$ cat config.mk
export PLATFORM = sky130hd
export DESIGN_NAME = vga_user_capture_flat
export DESIGN_NICKNAME = d
export VERILOG_FILES = /design/src/rtl/vga_user_capture_if.sv /design/src/rtl/vga_user_capture.sv /design/src/flat_wrapper.sv
export SDC_FILE = /design/constraint.sdc
export NUM_CORES = 1
export LEC_CHECK = 0
export CAP_MARGIN = 20
export CELL_PAD_IN_SITES_DETAIL_PLACEMENT = 1
export CELL_PAD_IN_SITES_GLOBAL_PLACEMENT = 2
export CORE_UTILIZATION = 35
export DETAILED_ROUTE_END_ITERATION = 12
export PLACE_DENSITY = 0.83
export RECOVER_POWER = 100
export REMOVE_ABC_BUFFERS = 1
export SYNTH_ARGS = -nofsm -noshare
export SYNTH_HDL_FRONTEND = slang
export SYNTH_SLANG_ARGS = --single-unit
export TNS_END_PERCENT = 5
$ cat constraint.sdc
create_clock -name clk -period 1.6 [get_ports clk]
set_clock_uncertainty 0.05 [all_clocks]
set_input_delay 0.24 -clock clk [delete_from_list [all_inputs] [get_ports clk]]
set_output_delay 0.24 -clock clk [all_outputs]
set_load 0.02 [all_outputs]
$ cat src/rtl/vga_user_capture_if.sv
// vga_user_capture_if: VGA timing, user button and PIO status word that pass
// between the timing/button source (master) and the capture block (slave).
interface vga_user_capture_if;
    logic        vga_hs_n;
    logic        vga_vs_n;
    logic        vga_de;
    logic        btn_n;
    logic [21:0] pio_data;

    modport master (
        output vga_hs_n,
        output vga_vs_n,
        output vga_de,
        output btn_n,
        input  pio_data
    );

    modport slave (
        input  vga_hs_n,
        input  vga_vs_n,
        input  vga_de,
        input  btn_n,
        output pio_data
    );
endinterface

$ cat src/rtl/vga_user_capture.sv
// vga_user_capture: follows the VGA timing stream, debounces the user button
// and, on each press, latches the screen coordinate of the next active pixel
// into the 22-bit PIO status word polled by the HPS.
//   pio_data[9:0]   captured x
//   pio_data[19:10] captured y
//   pio_data[20]    capture toggle (flips on every new sample)
//   pio_data[21]    timing locked (last frame had exactly V_ACTIVE lines)
// Build option: define VGA_CAPTURE_DEBOUNCE_EN to enable the debounce counter;
// without it the synchronised button is used directly.
// vga_hs_n is carried in the interface for completeness; line tracking is
// derived from data-enable edges, so the capture logic does not need it.
//
// state    | meaning
// ---------+-------------------------------------------------------------
// ST_IDLE  | waiting for a debounced button press
// ST_ARMED | press seen, capture the coordinate of the next de=1 pixel
// ST_HOLD  | sample taken, waiting for the button to be released
module vga_user_capture #(
    parameter int H_ACTIVE   = 640,
    parameter int V_ACTIVE   = 480,
    parameter int DEB_CYCLES = 250000
) (
    input  logic               clk,
    input  logic               reset_n,
    vga_user_capture_if.slave  vga
);

    localparam logic [9:0]  X_MAX   = 10'(H_ACTIVE - 1);
    localparam logic [9:0]  Y_MAX   = 10'(V_ACTIVE - 1);
    localparam logic [10:0] V_LINES = 11'(V_ACTIVE);

    typedef enum logic [1:0] {
        ST_IDLE  = 2'd0,
        ST_ARMED = 2'd1,
        ST_HOLD  = 2'd2
    } state_t;

    // button synchroniser (released = 1 out of reset)
    logic btn_s1_q, btn_s1_d;
    logic btn_s2_q, btn_s2_d;

    // debounced button, current value and value it takes at the next edge
    logic btn_db;
    logic btn_db_nxt;
    logic btn_fall;

    // timing edge detection
    logic de_prev_q, de_prev_d;
    logic vs_prev_q, vs_prev_d;
    logic de_fall;
    logic vs_fall;

    // coordinate and lock tracking
    logic [9:0]  x_cnt_q, x_cnt_d;
    logic [9:0]  y_cnt_q, y_cnt_d;
    logic [10:0] line_cnt_q, line_cnt_d;
    logic        locked_q, locked_d;

    // capture FSM and captured sample
    state_t      state_q, state_d;
    logic [20:0] cap_q, cap_d;

    // two-stage synchroniser for the asynchronous button
    always_comb begin
        btn_s1_d = vga.btn_n;
        btn_s2_d = btn_s1_q;
    end

    // synchroniser flops
    always_ff @(posedge clk or negedge reset_n) begin
        if (!reset_n) begin
            btn_s1_q <= 1'b1;
            btn_s2_q <= 1'b1;
        end else begin
            btn_s1_q <= btn_s1_d;
            btn_s2_q <= btn_s2_d;
        end
    end

`ifdef VGA_CAPTURE_DEBOUNCE_EN
    localparam int             DEB_W    = (DEB_CYCLES < 1) ? 1 : $clog2(DEB_CYCLES + 1);
    localparam logic [DEB_W-1:0] DEB_LOAD = DEB_W'((DEB_CYCLES < 1) ? 0 : DEB_CYCLES - 1);

    logic             btn_db_q, btn_db_d;
    logic [DEB_W-1:0] deb_cnt_q, deb_cnt_d;

    // down-counter reloads whenever the input agrees with the accepted level;
    // the new level is accepted when it has differed for DEB_CYCLES clocks
    always_comb begin
        btn_db_d  = btn_db_q;
        deb_cnt_d = deb_cnt_q;
        if (btn_s2_q == btn_db_q) begin
            deb_cnt_d = DEB_LOAD;
        end else if (deb_cnt_q == '0) begin
            btn_db_d  = btn_s2_q;
            deb_cnt_d = DEB_LOAD;
        end else begin
            deb_cnt_d = deb_cnt_q - 1'b1;
        end
    end

    // debounce flops
    always_ff @(posedge clk or negedge reset_n) begin
        if (!reset_n) begin
            btn_db_q  <= 1'b1;
            deb_cnt_q <= DEB_LOAD;
        end else begin
            btn_db_q  <= btn_db_d;
            deb_cnt_q <= deb_cnt_d;
        end
    end

    assign btn_db     = btn_db_q;
    assign btn_db_nxt = btn_db_d;
`else
    assign btn_db     = btn_s2_q;
    assign btn_db_nxt = btn_s2_d;
`endif

    // press is taken on the edge where the debounced level goes low, so the
    // FSM is armed on the same edge the press becomes visible
    assign btn_fall = btn_db & ~btn_db_nxt;

    assign de_fall  = de_prev_q & ~vga.vga_de;
    assign vs_fall  = vs_prev_q & ~vga.vga_vs_n;

    // pixel/line counters and frame lock check
    always_comb begin
        de_prev_d  = vga.vga_de;
        vs_prev_d  = vga.vga_vs_n;
        locked_d   = locked_q;
        line_cnt_d = line_cnt_q;
        y_cnt_d    = y_cnt_q;

        if (vga.vga_de) begin
            x_cnt_d = (x_cnt_q == X_MAX) ? x_cnt_q : x_cnt_q + 10'd1;
        end else begin
            x_cnt_d = '0;
        end

        if (vs_fall) begin
            // line count of the frame just finished, before it is cleared
            locked_d   = (line_cnt_q == V_LINES);
            line_cnt_d = '0;
            y_cnt_d    = '0;
        end else if (de_fall) begin
            line_cnt_d = line_cnt_q + 11'd1;
            if (y_cnt_q != Y_MAX) begin
                y_cnt_d = y_cnt_q + 10'd1;
            end
        end
    end

    // capture FSM: one sample per press, coordinate taken before the counters
    // advance so the sample matches the pixel presented this cycle
    always_comb begin
        state_d = state_q;
        cap_d   = cap_q;
        case (state_q)
            ST_IDLE: begin
                if (btn_fall) begin
                    state_d = ST_ARMED;
                end
            end
            ST_ARMED: begin
                if (vga.vga_de) begin
                    cap_d   = {~cap_q[20], y_cnt_q, x_cnt_q};
                    state_d = ST_HOLD;
                end
            end
            ST_HOLD: begin
                if (btn_db) begin
                    state_d = ST_IDLE;
                end
            end
            default: begin
                state_d = ST_IDLE;
            end
        endcase
    end

    // timing, lock and FSM state registers
    always_ff @(posedge clk or negedge reset_n) begin
        if (!reset_n) begin
            de_prev_q  <= 1'b0;
            vs_prev_q  <= 1'b1;
            x_cnt_q    <= '0;
            y_cnt_q    <= '0;
            line_cnt_q <= '0;
            locked_q   <= 1'b0;
            state_q    <= ST_IDLE;
            cap_q      <= '0;
        end else begin
            de_prev_q  <= de_prev_d;
            vs_prev_q  <= vs_prev_d;
            x_cnt_q    <= x_cnt_d;
            y_cnt_q    <= y_cnt_d;
            line_cnt_q <= line_cnt_d;
            locked_q   <= locked_d;
            state_q    <= state_d;
            cap_q      <= cap_d;
        end
    end

    assign vga.pio_data = {locked_q, cap_q};

endmodule

$ cat src/flat_wrapper.sv
// flat-port wrapper written by rule: the top's interface ports become plain ports
module vga_user_capture_flat 
#(
    parameter int H_ACTIVE   = 640,
    parameter int V_ACTIVE   = 480,
    parameter int DEB_CYCLES = 250000
)
  (clk, reset_n, vga_vga_hs_n, vga_vga_vs_n, vga_vga_de, vga_btn_n, vga_pio_data);
  vga_user_capture_if vga_i ();
  input  logic clk;
  input  logic reset_n;
  input wire logic [$bits(vga_i.vga_hs_n)-1:0] vga_vga_hs_n;
  input wire logic [$bits(vga_i.vga_vs_n)-1:0] vga_vga_vs_n;
  input wire logic [$bits(vga_i.vga_de)-1:0] vga_vga_de;
  input wire logic [$bits(vga_i.btn_n)-1:0] vga_btn_n;
  output wire logic [$bits(vga_i.pio_data)-1:0] vga_pio_data;
  assign vga_i.vga_hs_n = vga_vga_hs_n;
  assign vga_i.vga_vs_n = vga_vga_vs_n;
  assign vga_i.vga_de = vga_vga_de;
  assign vga_i.btn_n = vga_btn_n;
  assign vga_pio_data = vga_i.pio_data;
  vga_user_capture #(.H_ACTIVE(H_ACTIVE), .V_ACTIVE(V_ACTIVE), .DEB_CYCLES(DEB_CYCLES)) u_core (.clk(clk), .reset_n(reset_n), .vga(vga_i));
endmodule
Yosys cells after proc, flatten, opt, wreduce, memory -nomap -nowiden
Index checks and enable logic that the tools add are counted.

Reductions and logical operators: 6. Add/subtract/negate cells: 3. Equal/unequal tests: 9. Bitwise operators: 7. Multiplexer cells: 11.

Operator list (number): two-way mux 10 bit (5); two-way mux 11 bit (2); adder 10 x 1 -> 10 bit, second input constant (2); adder 11 x 1 -> 11 bit, second input constant (1); equality test 11 x 9 -> 1 bit, second input constant (1); equality test 10 bit, second input constant (1); != test 10 x 9 -> 1 bit, second input constant (1); two-way mux 2 bit (3); one-hot mux 2 bit (3 select lines) (1); != test 2 x 1 -> 1 bit, second input constant (2); != test 2 bit, second input constant (2); inverter 1 bit (4); AND reduction 2 bit (2); nonzero test 2 bit (2); bitwise AND 1 bit (3); AND reduction 3 bit (1); equality test 2 x 1 -> 1 bit, second input constant (1); equality test 2 bit, second input constant (1); logical NOT 2 bit (1).

Logic and storage cells: 46. Flip-flop bits (word level): 59. Output and inout bits: 22.

Depth between registers and ports, before layout
Gate-level depths: netlist (run 1).

Depth in word-level cells: 4. Depth in mapped cells: 5.

Worst setup path after synthesis (run 1)
Ideal clock, no wire load.

Path type: register to register. From: register u_core.y_cnt_q[0]. To: register u_core.y_cnt_q[3]. Buffers on the path: 0. Clock period less this slack: 1.482 ns. Path slack: 0.118 ns. Data required time: 1.472 ns. Cell stages (with the launch flop): 6. Arrival time: 1.354 ns. Cell sequence: dfrtp_1 > ha_1 > nand4_1 > o31ai_4 > or3_1 > a21oi_1.

Cells in the longest elaborated chain, start to end: 4. Elaborated cells between the ends (all ways): 7. Classes of those cells: add/sub (1); eq/ne (1); mux (3); reduce/logical (2).

RTL lines: start, declared (RTL line vga_user_capture.sv:55) `logic [9:0] y_cnt_q, y_cnt_d;`; start signal, assigned (RTL line vga_user_capture.sv:197) `y_cnt_q <= y_cnt_d;`; adder 10 x 1 -> 10 bit (RTL line vga_user_capture.sv:149) `y_cnt_d = y_cnt_q + 10'd1;`; two-way mux 10 bit (RTL line vga_user_capture.sv:148) `if (y_cnt_q != Y_MAX) begin`; two-way mux 10 bit (RTL line vga_user_capture.sv:146) `end else if (de_fall) begin`; two-way mux 10 bit (RTL line vga_user_capture.sv:141) `if (vs_fall) begin`.

Several ways; a longest one is shown, not always the timed one. The select of a mux whose other input is x is not followed. A chain may end at the register's enable or synchronous reset.

Final worst setup path (run 1)
From: register u_core.y_cnt_q[0]. To: register u_core.y_cnt_q[5].

Same word-level chain as after synthesis.

==> summary.md, run 1 <==
| Metric | Value |
|---|---|
| Final Util | `0.4614` |
| Worst hold slack | `256.8 ps` |
| WP data arrival | `1790 ps` |
| TritonCTS buffer count | `9` |
| Synth Register Bits | `59` |
| CTS tree | `built` |
| Top_reg_cell synth | `dfrtp_1` |
| Vias per cell | `5.005` |
| Tcrit/Tclk final | `0.9797` |
| Dpl hpwl | `4176 um` |
| Clock buffer depth | `2` |
| Peak Freq | `0.6379 GHz` |
| Starting Density | `0.3629` |
| Max_slew headroom | `0.3106` |
| Synth unique cells | `41` |
| Row cnt | `31` |
| DR DRC count | `0` |
| Clk root buf | `clkbuf_8` |
| DR vias | `1952` |
| Most frequent cells in the layout | `dfrtp_1 (56), nor2_1 (27), mux2_2 (20)` |
| Initial antenna violation count | `0` |
| Min Tclk post-route | `1568 ps` |
| Crit end category | `flop` |
| Slew Viols, Final | `0` |
| Cells after Synth | `227` |
| WL final | `5952 um` |
| Clk sinks | `59` |
| Area of the mapped netlist | `2646 um2` |
| FFs w/ async S/R, synth | `1.000` |
| Clock latency at the later pin of the worst-skew pair | `340 ps` |
| Max-cap violations | `0` |
| Critical path class | `reg2reg` |
| GR Overflow Total | `0` |
| CP Launch Type | `flop` |
| RSZ-0062 raised after global routing | `yes` |
| # IOs | `28` |
| Synthesis-to-finish area growth | `27.14%` |
| Post-synthesis sequential area ratio | `0.5593` |
| Layout cells sized above 1 | `0.2337` |
| Area of the multi-input gates | `1110 um2` |
| Gr usage total | `0.1763` |
| Die X-Extent | `88.95 um` |
| Final setup fails | `0` |
| Hold Crit Start | `vga_vga_de` |
| Largest net degree at the start of global routing | `24` |
| Final Wtd Congestion | `0.7335` |
| Actual slew at the worst max-slew pin | `1034 ps` |
| Worst Path Max Fanout | `5` |
| Detailed Route Iter0 Violations | `81` |
| Post-Place Setup Slack | `-266.7 ps` |
| Post-synth EDFFs | `0` |
| Chip height | `88.95 um` |
| Peak supply drop | `0.5418 mV` |
| Buffers on Ports | `26` |
| R2R Path Start | `u_core.y_cnt_q[0]` |
| Syn avg cell area | `11.66 um2` |
| Hold path cells | `2` |
| Static leakage | `0.001578 uW` |
| H-tree depth | `3` |
| Status | `finished, final reports clean` |
| Ant. Diodes | `0` |
| Seq. cell area | `1480 um2` |
| Pre-Repair DR Iteration Count | `4` |
| Commonest non-fill, non-tap cell in the layout | `dfrtp_1` |
| Final hold violation count | `0` |
| First-pass GRT wire length | `10200 um` |
| Register clock-pin slew on the reported worst setup and hold paths | `60 ps` |
| Worst R2R Path Depth | `6` |
| Die area | `7912 um2` |
| Power per Cell Area | `1144 nW/um2` |
| Layout fillers | `836` |
| Vias in the first global route | `2030` |
| Ys Warns | `0` |
| Hold/Removal Path Class | `in2reg` |
| Setup crit start | `u_core.y_cnt_q[0]` |
| Fin worst setup slack | `32.41 ps` |
| Nets | `296` |
| Req. time, crit path | `1820 ps` |
| Core area | `7292 um2` |
| Antenna Nets Post-Route | `0` |
| Routed WL per cell | `15.26 um` |
layout make-up:
type,count,area share
sequential,59,0.4399
multi-input combinational,155,0.3299
timing repair buffer,54,0.1138
clock buffer,11,0.04202
tap,99,0.03682
clock inverter,5,0.02975
inverter,7,0.007810
synthesized netlist by cell type (4+ instances only):
cell type / number / area share
inv_1: 7 / 0.0099
or3_1: 4 / 0.0095
xnor2_1: 10 / 0.033
dfrtp_1: 56 / 0.53
nand3_1: 9 / 0.017
nand4_1: 6 / 0.014
nand2_1: 12 / 0.017
nor2_1: 27 / 0.038
nor4_1: 4 / 0.0095
ha_1: 4 / 0.019
a21oi_1: 7 / 0.013
mux2_2: 20 / 0.085
nor3_1: 5 / 0.0095
xor2_1: 11 / 0.036
o21ai_0: 7 / 0.013
power breakdown:
group	total [uW]	internal, uW	switching, uW
Sequential	1690	1610	83.8
Clock	1640	1070	567
Combinational	519	230	289
per-stage QoR:
stage | cell area, um2 | TNS (ps) | power, uW | instances
after CTS | 3451 | -57.22 | 3938 | 387
after global routing | 3364 | -874.6 | 4023 | 390
final | 3364 | 0 | 3849 | 390
after floorplan | 2614 | -269.1 | 1982 | 221
after detailed placement | 3211 | -5783 | 2302 | 370
after global placement | 3211 | -4768 | 2272 | 370
critical path: stages, from the launching register on:
cell	delay, ps
dfrtp_1	390
ha_1	220
nand4_1	160
o31ai_4	90
buf_4	150
or3_1	300
a21oi_1	140
repair_timing:
action | in CTS | in global routing
setup endpoints to repair | 11 | 18
pin swaps | 0 | 4
setup buffers | 0 | 3
endpoints found under the hold margin | 14 | 0
hold buffers | 1 | 0
resized for setup | 9 | 17
cells by family (layout without fill, tap and decap cells):
logic type,Yosys count,after routing,share of synthesized area
buffers and inverters,13,77,0.02222
AND/OR/NAND/NOR,88,88,0.1816
AO/OA/AOI/OAI,21,21,0.05957
XOR/XNOR,21,21,0.06950
multiplexers,21,21,0.08889
flip-flops,59,59,0.5593
adder cells (fa/ha/maj),4,4,0.01891
state kept, by name (all words and copies together), names as in the netlist:
name and cells:
u_core.locked_q 1, u_core.y_cnt_q 10, u_core.line_cnt_q 11, u_core.btn_db_nxt 1, u_core.x_cnt_q 10, u_core.de_prev_q 1, u_core.vs_prev_q 1, u_core.btn_db 1
u_core.cap_q 21, u_core.state_q 2
per-layer routing:
layer  wire length (um)  up-vias  GRT usage
met5                  0        -          0
met4                 91        0    0.06061
met3                231        7    0.05817
met2               2983       33     0.2937
met1               2646      989     0.2163
li1                   -      923          -
final timing paths:
path / end / slack (ps)
min in group asynchronous: u_core.locked_q / 570
min: u_core.de_prev_q / 260
max: u_core.y_cnt_q[5] / 30
min reg2reg: u_core.btn_db / 320
max in group asynchronous: u_core.cap_q[15] / 190
max reg2reg: u_core.y_cnt_q[5] / 30
Note: power is estimated with default switching activity, not from simulation.
==> inputs of run 2 (changes only) <==
--- a/config.mk
+++ b/config.mk
@@ -10,9 +10,10 @@
 export CELL_PAD_IN_SITES_GLOBAL_PLACEMENT = 2
 export CORE_UTILIZATION = 35
 export DETAILED_ROUTE_END_ITERATION = 12
-export PLACE_DENSITY = 0.83
+export PLACE_DENSITY_LB_ADDON = 0.1
 export RECOVER_POWER = 100
 export REMOVE_ABC_BUFFERS = 1
+export SLEW_MARGIN = 20
 export SYNTH_ARGS = -nofsm -noshare
 export SYNTH_HDL_FRONTEND = slang
 export SYNTH_SLANG_ARGS = --single-unit
==> summary.md, run 2 (synthesis gave the netlist of run 1 again) <==
| Metric | Value |
|---|---|
| Final hold violation count | `0` |
| H-tree depth | `3` |
| Hold/Removal Path Class | `reg2reg` |
| Final Wtd Congestion | `0.7506` |
| Ant. Diodes | `0` |
| Critical path class | `in2reg` |
| Vias in the first global route | `2019` |
| Initial antenna violation count | `0` |
| TritonCTS buffer count | `9` |
| Starting Density | `0.3629` |
| Layout cells sized above 1 | `0.2371` |
| Routed WL per cell | `14.91 um` |
| Worst Path Max Fanout | `15` |
| Min Tclk post-route | `1599 ps` |
| Req. time, crit path | `1770 ps` |
| Nets | `296` |
| CP max stage delay | `550 ps` |
| Largest registers | `u_core.cap_q x21, u_core.line_cnt_q x11` |
| GR peak layer | `met2` |
| Dpl hpwl | `4068 um` |
| Setup crit start | `vga_vga_de` |
| Crit end category | `flop` |
| Final Util | `0.4621` |
| Final setup fails | `0` |
| CTS tree | `built` |
| DR DRC count | `0` |
| WP buf/inv | `2` |
| # IOs | `28` |
| DR vias | `1888` |
| Actual slew at the worst max-slew pin | `889.9 ps` |
| Pre-Repair DR Iteration Count | `4` |
| Vias per cell | `4.841` |
| Met2 GRT Util | `0.2874` |
| R2R Path Start | `u_core.y_cnt_q[9]` |
| GR Overflow Total | `0` |
| Status | `finished, final reports clean` |
| Buffers on Ports | `26` |
| RSZ-0062 raised after global routing | `yes` |
| Die X-Extent | `88.95 um` |
| Static leakage | `0.001582 uW` |
| Largest net degree at the start of global routing | `41` |
| CP Launch Type | `primary input` |
| Reg with most FFs | `u_core.cap_q` |
| Detailed Route Iter0 Violations | `63` |
| Clock buffer depth | `2` |
| Synthesis-to-finish area growth | `27.33%` |
| Crit-path cells | `clkdlybuf4s50_1 > nand3b_1 > clkbuf_2 > mux2_2` |
| Chip height | `88.95 um` |
| Hold Crit Start | `u_core.btn_db_nxt` |
| Row cnt | `31` |
| Core area | `7292 um2` |
| WL final | `5816 um` |
| Register clock-pin slew on the reported worst setup and hold paths | `70 ps` |
| Max-cap violations | `0` |
| Dpl cell area | `3221 um2` |
| Antenna Nets Post-Route | `0` |
| Most frequent cells in the layout | `dfrtp_1 (56), nor2_1 (27), mux2_2 (20), buf_4 (20), clkbuf_1 (15)` |
| Commonest non-fill, non-tap cell in the layout | `dfrtp_1` |
| WP data arrival | `1770 ps` |
| Clk sinks | `59` |
| Peak Freq | `0.6256 GHz` |
| GR Layer Usage met1 | `0.2117` |
| Max_slew headroom | `0.4067` |
| GR met3 Demand/Resource | `0.05817` |
| Tcrit/Tclk final | `0.9991` |
| CP top delay family | `buffers and inverters` |
| Clk root buf | `clkbuf_8` |
| Slew Viols, Final | `0` |
| Peak supply drop | `0.4904 mV` |
| Die area | `7912 um2` |
| Post-Place Setup Slack | `-308.5 ps` |
| Max reg flops | `21` |
| Clock latency at the later pin of the worst-skew pair | `340 ps` |
| First-pass GRT wire length | `10030 um` |
| Worst path slowest cell | `clkdlybuf4s50_1` |
| Post-route cell area | `3369 um2` |
| Gr usage total | `0.1739` |
| Fin worst setup slack | `1.419 ps` |
| Power per Cell Area | `1107 nW/um2` |
-- run 2: cell types whose count changed in the layout (fill, tap and decap cells not counted), moves of 2 or more --
cell / change
dlygate4sd2_1: +3
clkbuf_1: -4
buf_12: -2
buf_4: +2
-- run 2: metrics by stage --
step / power [uW] / setup TNS (ps) / cells / hold slack (ps)
final: 3730 / 0 / 390 / 328.8
after global routing: 3925 / -1486 / 390 / 339.4
after CTS: 3843 / 0 / 390 / 243.0
after detailed placement: 2288 / -7515 / 373 / 135.5
after global placement: 2278 / -6605 / 373 / 143.4
after floorplan: 1982 / -269.1 / 221 / -105.6
-- run 2: worst register-to-register path, delay by kind of cell (launching register included) --
family / cells / cell delay (ps)
flip-flops: 1 / 380
AND/OR/NAND/NOR: 2 / 320
AO/OA/AOI/OAI: 1 / 390
buffers and inverters: 1 / 180
XOR/XNOR: 1 / 140
-- run 2: final cells by class --
| cell class | instances | area (um2) |
|---|---|---|
| inverters | 7 | 26.28 |
| flip-flops and latches | 59 | 1480 |
| clock inverters | 4 | 72.57 |
| repair buffers | 54 | 380.4 |
| well taps | 99 | 123.9 |
| fillers | 847 | 3923 |
| multi-input cells | 155 | 1131 |
| clock buffers | 12 | 155.1 |
-- run 2: path summary, 6_finish.rpt --
check	slack (ps)	to	cells past startpoint
worst max-delay path	1	u_core.cap_q[17]	4
worst min-delay path	330	u_core.btn_db	0
worst max register to register	30	u_core.y_cnt_q[0]	5
worst min register to register	330	u_core.btn_db	0
max in group asynchronous	190	u_core.btn_db	3
min in group asynchronous	490	u_core.cap_q[11]	2
-- run 2: what timing repair did --
item                                   in CTS  in global routing
setup endpoints to repair                  15                 16
buffers inserted                            0                  0
pin swaps                                   3                  0
gates resized for setup                    14                 13
endpoints found under the hold margin      12                  0
hold buffers                                1                  0
-- run 2: power by group --
part	total, uW	internal [uW]	switching (uW)
combinational	499	216	283
clock	1550	960	586
sequential	1690	1610	78.5
total	3730	2780	947
-- run 2: routing by layer --
metal / wire, um / share of wire
met1: 2730 / 0.47
met2: 2815 / 0.48
met3: 185 / 0.032
met4: 85 / 0.015
met5: 0 / 0
==> inputs of run 3 (changes only) <==
--- a/config.mk
+++ b/config.mk
@@ -10,9 +10,11 @@
 export CELL_PAD_IN_SITES_GLOBAL_PLACEMENT = 2
 export CORE_UTILIZATION = 35
 export DETAILED_ROUTE_END_ITERATION = 12
+export MAX_ROUTING_LAYER = met4
 export PLACE_DENSITY_LB_ADDON = 0.1
 export RECOVER_POWER = 100
 export REMOVE_ABC_BUFFERS = 1
+export SETUP_SLACK_MARGIN = 0.4
 export SLEW_MARGIN = 20
 export SYNTH_ARGS = -nofsm -noshare
 export SYNTH_HDL_FRONTEND = slang
==> summary.md, run 3 (synthesis gave the netlist of run 1 again) <==
| Metric | Value |
|---|---|
| Max reg flops | `21` |
| Detailed Route Iter0 Violations | `56` |
| WL final | `6209 um` |
| Max_slew headroom | `0.3834` |
| Clk sinks | `59` |
| Antenna Nets Post-Route | `0` |
| Peak supply drop | `0.5478 mV` |
| TritonCTS buffer count | `9` |
| Crit-path cells | `ha_4 > nand4_1 > o31ai_4 > buf_4 > or3_1 > a21oi_1` |
| Clock latency at the later pin of the worst-skew pair | `350 ps` |
| Worst hold slack | `311.5 ps` |
| Starting Density | `0.3629` |
| Register clock-pin slew on the reported worst setup and hold paths | `70 ps` |
| RSZ-0062 raised after global routing | `yes` |
| Clk root buf | `clkbuf_8` |
| Reg with most FFs | `u_core.cap_q` |
| Clock buffer depth | `2` |
| Ant. Diodes | `0` |
| Nets | `302` |
| Tcrit/Tclk final | `0.9635` |
| GR Overflow Total | `0` |
| DR vias | `1941` |
| Status | `finished, final reports clean` |
| Static leakage | `0.001734 uW` |
| Crit end category | `flop` |
| Most frequent cells in the layout | `dfrtp_1 (50), buf_6 (26), nor2_1 (24)` |
| Pre-Repair DR Iteration Count | `4` |
| Buffers on Ports | `26` |
| H-tree depth | `3` |
| Worst path slowest cell | `dfrtp_1` |
| CP Launch Type | `flop` |
| WP data arrival | `1760 ps` |
| Largest net degree at the start of global routing | `41` |
| DR DRC count | `0` |
| Core area | `7292 um2` |
| Min Tclk post-route | `1542 ps` |
| # IOs | `28` |
| Dpl hpwl | `4068 um` |
| Routed WL per cell | `15.68 um` |
| Gr usage total | `0.1812` |
| Slew Viols, Final | `0` |
| Dpl cell area | `3221 um2` |
| Power per Cell Area | `1048 nW/um2` |
| Commonest non-fill, non-tap cell in the layout | `dfrtp_1` |
| Final setup fails | `0` |
| Initial antenna violation count | `0` |
| Worst Path Max Fanout | `5` |
| Post-route cell area | `3760 um2` |
| Peak Freq | `0.6487 GHz` |
| Req. time, crit path | `1820 ps` |
| Layout cells sized above 1 | `0.4411` |
| Synthesis-to-finish area growth | `42.08%` |
| Actual slew at the worst max-slew pin | `924.9 ps` |
| First-pass GRT wire length | `10090 um` |
| Final Wtd Congestion | `0.7602` |
| Chip height | `88.95 um` |
| Critical path class | `reg2reg` |
| Final hold violation count | `0` |
| Die area | `7912 um2` |
| Row cnt | `31` |
| Overall Power | `3941 uW` |
| CP max stage delay | `410 ps` |
| Vias in the first global route | `2033` |
| Hold/Removal Path Class | `in2reg` |
| Die X-Extent | `88.95 um` |
| Final TNS setup | `0 ps` |
| Max-cap violations | `0` |
| Largest registers | `u_core.cap_q x21, u_core.line_cnt_q x11` |
| Vias per cell | `4.902` |
| CTS tree | `built` |
==> run 3: changes by cell type in the layout (fill, tap and decap cells not counted), moves of 5 or more <==
cell / change
buf_6: +26
clkbuf_1: -10
dfrtp_1: -6
dfrtp_2: +6
dlygate4sd2_1: -12
mux2_2: -13
mux2_4: +13
nand2_1: -5
==> run 3: layer usage <==
| layer | GRT usage | vias to the layer above | wire, um |
|---|---|---|---|
| li1 | - | 925 | - |
| met1 | 0.2111 | 987 | 2845 |
| met2 | 0.2923 | 22 | 3092 |
| met3 | 0.06371 | 7 | 187 |
| met4 | 0.06205 | 0 | 85 |
| met5 | - | - | 0 |
==> run 3: timing repair <==
action,in CTS,in global routing
pin swaps,4,38
gates resized for setup,28,168
setup endpoints to repair,76,77
buffers inserted,4,2
hold buffers,1,0
hold endpoints to repair,12,0
==> run 3: cell type report <==
type	instances	area [um2]
clock inverter	4	72.57
multi-input combinational	155	1334
fill	787	3532
tap	99	123.9
inverter	7	26.28
sequential	59	1488
timing repair buffer	60	560.5
clock buffer	12	155.1
==> run 3: worst paths after layout <==
check                           cells after the start              start  slack [ps]                 to
worst max register to register                      6  u_core.y_cnt_q[0]          60  u_core.y_cnt_q[3]
min in group asynchronous                           2            reset_n         500   u_core.cap_q[11]
worst min-delay path                                2         vga_vga_de         310   u_core.de_prev_q
max in group asynchronous                           3            reset_n         220      u_core.btn_db
worst max-delay path                                6  u_core.y_cnt_q[0]          60  u_core.y_cnt_q[3]
worst min register to register                      0  u_core.btn_db_nxt         330      u_core.btn_db
==> run 3: report_power, final <==
group	switching, uW	internal [uW]
clock network	596	960
logic	327	355
registers	95.1	1610
total	1020	2920
==> run 3: through the flow <==
| step | util | std cells | worst slack (ps) |
|---|---|---|---|
| 4_1_cts | 0.4762 | 394 | 31.32 |
| 3_3_place_gp | 0.4417 | 373 | -293.0 |
| 5_1_grt | 0.5156 | 396 | -34.19 |
| 3_5_place_dp | 0.4417 | 373 | -308.5 |
| 6_report | 0.5156 | 396 | 58.46 |
| 2_1_floorplan | - | 221 | -50.75 |
==> run 3: critical path: cells and delay by family (launching register included) <==
| kind | cells | cell delay (ps) |
|---|---|---|
| flops | 1 | 410 |
| compound gates | 2 | 220 |
| simple gates | 2 | 460 |
| buf+inv | 1 | 150 |
| fa+ha+maj | 1 | 180 |
==> RTL change 1 (config.mk and constraints of run 1) <==
Re-encode `state_t` (3 states) as one-hot, 3 bits wide.
--- a/src/rtl/vga_user_capture.sv
+++ b/src/rtl/vga_user_capture.sv
@@ -29,10 +29,10 @@
     localparam logic [9:0]  Y_MAX   = 10'(V_ACTIVE - 1);
     localparam logic [10:0] V_LINES = 11'(V_ACTIVE);
 
-    typedef enum logic [1:0] {
-        ST_IDLE  = 2'd0,
-        ST_ARMED = 2'd1,
-        ST_HOLD  = 2'd2
+    typedef enum logic [2:0] {
+        ST_IDLE  = 3'b001,
+        ST_ARMED = 3'b010,
+        ST_HOLD  = 3'b100
     } state_t;
 
     // button synchroniser (released = 1 out of reset)
Behaviour: same outputs for any inputs over 10 cycles, from zero or initial values and one cycle with reset_n low; not proved beyond that.
==> RTL change 1 against run 1 <==
Clock power fell by 5%; synthesized area rose by 2.4%; combinational power fell by 25%; routed wire length grew 12%; sequential cell count grew 1; power fell by 5.9%; die area grew 2.4%; largest power group unchanged; design area increased by 4.8%; worst setup slack improved by 0.00093 ns.
==> RTL change 1: results (changes against run 1) <==
| Metric | Value |
|---|---|
| Placed standard-cell area | `3390 µm² (was 3210 µm²)` |
| Post-synthesis mux area share | `9.05% (was 8.89%)` |
| Area Growth Syn to Fin | `30.1% (was 27.1%)` |
| Synth Area in Compound Gates | `8.54% (was 5.96%)` |
| RD Place Congestion | `0.781 (was 0.734)` |
| Status | `completed (unchanged)` |
| Met3 Wirelength | `206 µm (was 231 µm)` |
| Leak pwr | `1.66 nW (was 1.58 nW)` |
| Share of post-route cells with drive strength above 1 | `29.0% (was 23.4%)` |
| Hold Path End | `u_core.btn_db (was u_core.de_prev_q)` |
| H-tree levels | `3 (unchanged)` |
| Number of global-route vias before repair | `2,292 (was 2,030)` |
| Leading post-synthesis cells by cell area | `dfrtp_1 52%, mux2_2 8.3%, dfstp_2 3.9%, xor2_1 3.2%, nor2_1 2.5% (was dfrtp_1 53%, mux2_2 8.5%, nor2_1 3.8%, xor2_1 3.6%, xnor2_1 3.3%)` |
| First-pass GRT wire length | `11.4 mm (was 10.2 mm)` |
| Switching pwr | `0.905 mW (was 0.940 mW)` |
| Post-Synth Adder-Cell Area | `1.85% (was 1.89%)` |
| Placement Setup Slack | `-0.427 ns (was -0.267 ns)` |
| CP Launch Point | `u_core.y_cnt_q[1] (was u_core.y_cnt_q[0])` |
| Peak supply drop | `636 µV (was 542 µV)` |
| Reg-to-Reg Start | `u_core.y_cnt_q[1] (was u_core.y_cnt_q[0])` |
| Min-Delay Path Class | `reg -> reg (was in -> reg)` |
| Nets | `316 (was 296)` |
| Clock power frac | `43.1% (was 42.6%)` |
| First DRT Iteration DRCs | `89 (was 81)` |
| Post-Route M1 WL | `3.07 mm (was 2.65 mm)` |
| Largest net degree at the start of global routing | `61 (was 24)` |
| Worst Reg-to-Reg Cells | `4 (was 6)` |
| Hold Crit Depth | `0 (was 2)` |
| Slowest-stage cell, CP | `or4_1 (was dfrtp_1)` |
| Tightest Pin Transition | `0.820 ns (was 1.03 ns)` |
| YS warnings | `0 (unchanged)` |
| Vias per Instance | `5.23 (was 5.01)` |
| Int Power | `2.72 mW (was 2.91 mW)` |
| Synth top cells by count | `56 x dfrtp_1, 20 x mux2_2, 18 x nor2_1 (was 56 x dfrtp_1, 27 x nor2_1, 20 x mux2_2)` |
| Routed WL per cell | `16.3 µm (was 15.3 µm)` |
| Largest stage delay, worst path | `0.47 ns (was 0.39 ns)` |
| Met2 Wirelength | `3.25 mm (was 2.98 mm)` |
| Post-synth cell types | `44 (was 41)` |
| Synth Area in XOR/XNOR | `5.17% (was 6.95%)` |
| Fill count | `820 (was 836)` |
| Post-detail-place hpwl | `4.37 mm (was 4.18 mm)` |
| Sequential share of the synthesized area | `55.6% (was 55.9%)` |
| Gr usage total | `17.9% (was 17.6%)` |
| Worst Hold Launch | `u_core.btn_db_nxt (was vga_vga_de)` |
[RTL change 1: changes by cell type after synthesis, moves of 4 or more]
cell / before / now
nand2_1: 12 / 16
xnor2_1: 10 / 6
a31oi_1: 0 / 4
nor2_1: 27 / 18
[RTL change 1: cell type report]
| cell class | instances | share of cell area, % |
|---|---|---|
| inverters | 4 | 0.426 |
| flip-flops and latches | 60 | 42.7 |
| clock buffers | 11 | 4.29 |
| clock inverters | 4 | 2.06 |
| multi-input cells | 162 | 33.6 |
| well taps | 99 | 3.51 |
| repair buffers | 69 | 13.4 |
[RTL change 1: worst max-delay path by stage]
stage / depth (start not counted) / slack (ns) / endpoint
floorplan: 4 / -0.44 / u_core.line_cnt_q[4]
CTS: 1 / 0.0002 / vga_pio_data[3]
global route: 4 / 0.003 / u_core.x_cnt_q[7]
finish: 4 / 0.03 / u_core.y_cnt_q[5]
detailed placement: 6 / -0.43 / u_core.y_cnt_q[1]
global placement: 6 / -0.38 / u_core.y_cnt_q[1]
[RTL change 1: stage by stage]
step | std cells | TNS (ns) | hold WS, ns
detailed placement | 393 | -10.85 | 0.226
global route | 409 | 0 | 0.338
global placement | 393 | -9.31 | 0.226
CTS | 409 | 0 | 0.247
floorplan | 226 | -12.35 | -0.106
finish | 409 | 0 | 0.322
[RTL change 1: repair_timing]
| action | CTS | global route |
|---|---|---|
| resized for setup | 15 | 15 |
| hold buffers | 1 | 0 |
| buffers inserted | 0 | 0 |
| endpoints found under the setup margin | 16 | 15 |
| hold endpoints to repair | 56 | 0 |
[RTL change 1: per-layer routing]
layer  track usage [%]  vias up
met5                 0        -
met1              22.8     1098
li1                  -      989
met2              29.2       37
met3              4.23       15
met4              7.80        0
==> RTL change 2 (flow settings as in run 1) <==
Made on the original files. Build with the macro `VGA_CAPTURE_DEBOUNCE_EN` defined.
--- a/src/rtl/vga_user_capture.sv
+++ b/src/rtl/vga_user_capture.sv
@@ -15,6 +15,8 @@
 // ST_IDLE  | waiting for a debounced button press
 // ST_ARMED | press seen, capture the coordinate of the next de=1 pixel
 // ST_HOLD  | sample taken, waiting for the button to be released
+`define VGA_CAPTURE_DEBOUNCE_EN
+
 module vga_user_capture #(
     parameter int H_ACTIVE   = 640,
     parameter int V_ACTIVE   = 480,
Behaviour: not the same (Yosys sat finds a counterexample within 4 cycles, from zero or initial values and one cycle with reset_n low).
==> RTL change 2 against run 1 <==
The flow now finishes with violations (negative setup slack); routed wire length grew 51%; sequential cell count grew 19; maximum frequency shrank 23%; power grew 0.99%; synthesized area grew 35%; worst setup slack lost 0.47 ns; design area grew 43%.
==> RTL change 2: results (changes against run 1) <==
| Metric | Value |
|---|---|
| Status | `complete, but fails checks (was completed)` |
| Failing checks | `negative setup slack` |
| Post-detail-place hpwl | `6.17 mm (was 4.18 mm)` |
| Leak pwr | `2.21 nW (was 1.58 nW)` |
| Slowest-stage cell, CP | `or4_4 (was dfrtp_1)` |
| Worst skew pair latency | `0.36 ns (was 0.34 ns)` |
| Top Registers | `u_core.cap_q x21, u_core.deb_cnt_q x18, u_core.line_cnt_q x11 (was u_core.cap_q x21, u_core.line_cnt_q x11)` |
| Fin cells | `563 (was 390)` |
| Worst Reg-to-Reg Cells | `5 (was 6)` |
| Synth top cells by count | `64 x dfrtp_1, 31 x nor2_1, 28 x nand2_1 (was 56 x dfrtp_1, 27 x nor2_1, 20 x mux2_2)` |
| CP endpoint | `u_core.deb_cnt_q[8] (was u_core.y_cnt_q[5])` |
| Share of post-route cells with drive strength above 1 | `33.3% (was 23.4%)` |
| First-pass GRT wire length | `15.1 mm (was 10.2 mm)` |
| Number of global-route vias before repair | `3,068 (was 2,030)` |
| Hold slack final | `0.317 ns (was 0.257 ns)` |
| Final WS setup | `-0.437 ns (was 0.0324 ns)` |
| Gr usage total | `19.1% (was 17.6%)` |
| Nets | `436 (was 296)` |
| Largest net degree at the start of global routing | `34 (was 24)` |
| First DRT Iteration DRCs | `89 (was 81)` |
| Sequential share of the synthesized area | `55.3% (was 55.9%)` |
| Max_slew headroom | `66.0% (was 31.1%)` |
| Routed WL | `9.02 mm (was 5.95 mm)` |
| RD Place Congestion | `0.792 (was 0.734)` |
| Peak supply drop | `523 µV (was 542 µV)` |
| Min-Delay Path Class | `in -> async (was in -> reg)` |
| Total negative slack | `-8.54 ns (was 0 ns)` |
| Vias per Instance | `5.02 (was 5.01)` |
| Reg clk slew, reported paths | `0.08 ns (was 0.06 ns)` |
| Placed standard-cell area | `4530 µm² (was 3210 µm²)` |
| CP Launch Point | `u_core.deb_cnt_q[10] (was u_core.y_cnt_q[0])` |
| Largest stage delay, worst path | `0.54 ns (was 0.39 ns)` |
| Reg-to-Reg Start | `u_core.deb_cnt_q[10] (was u_core.y_cnt_q[0])` |
| Setup Viol. Count Final | `47 (was 0)` |
| Placement Setup Slack | `-0.467 ns (was -0.267 ns)` |
| Worst path arrival time | `2.23 ns (was 1.79 ns)` |
| Leading post-synthesis cells by cell area | `dfrtp_1 45%, dfstp_2 10%, mux2_2 6.0%, xnor2_1 3.7%, nor2_1 3.3% (was dfrtp_1 53%, mux2_2 8.5%, nor2_1 3.8%, xor2_1 3.6%, xnor2_1 3.3%)` |
| Peak fanout along the critical path | `6 (was 5)` |
| Cell count after synthesis | `320 (was 227)` |
| Post-synth cell types | `50 (was 41)` |
==> RTL change 2: cell types whose count changed after synthesis, sizes merged, moves of 4 or more <==
cell / before / now
xnor2: 10 / 15
dfstp: 3 / 14
nor2: 27 / 31
nand3: 9 / 14
or4: 1 / 6
dfrtp: 56 / 64
clkbuf: 1 / 6
o31ai: 3 / 7
nand2: 12 / 28
a2111oi: 0 / 5
nor3: 6 / 16
==> RTL change 2: repair_timing <==
| action | CTS | global route |
|---|---|---|
| gates cloned | 1 | 0 |
| hold buffers | 1 | 0 |
| setup buffers | 1 | 0 |
| resized for setup | 39 | 20 |
| endpoints found under the hold margin | 19 | 0 |
| pin swaps | 8 | 3 |
| setup endpoints to repair | 58 | 36 |
==> RTL change 2: cells by family after synthesis <==
| kind of cell | count (synthesis) | share of synthesized area [%] |
|---|---|---|
| muxes | 22 | 6.85 |
| AOI/OAI and AO/OA | 44 | 8.75 |
| buffers and inverters | 19 | 2.32 |
| xor gates and xnor gates | 27 | 6.64 |
| adders and majority gates | 5 | 1.76 |
| and+or+nand+nor | 125 | 18.3 |
| DFF | 78 | 55.3 |
==> RTL change 2: metal layers <==
metal	track usage, %	vias to the layer above	wire (µm)
met5	0	-	0
li1	-	1342	-
met2	32.6	32	4730
met4	5.85	0	106
met1	23.8	1445	3950
met3	4.95	6	226
==> RTL change 2: cell type report <==
class	count	area [µm²]
tap	133	166
sequential	78	1970
inverter	10	37.5
fill	1114	5010
clock buffer	13	169
timing repair buffer	102	790
clock inverter	3	42.5
multi-input combinational	224	1630
==> RTL change 2: where the power goes <==
part / internal (mW) / switching (mW)
clock: 0.847 / 0.726
combinational: 0.117 / 0.155
sequential: 2.01 / 0.0289
total: 2.98 / 0.910
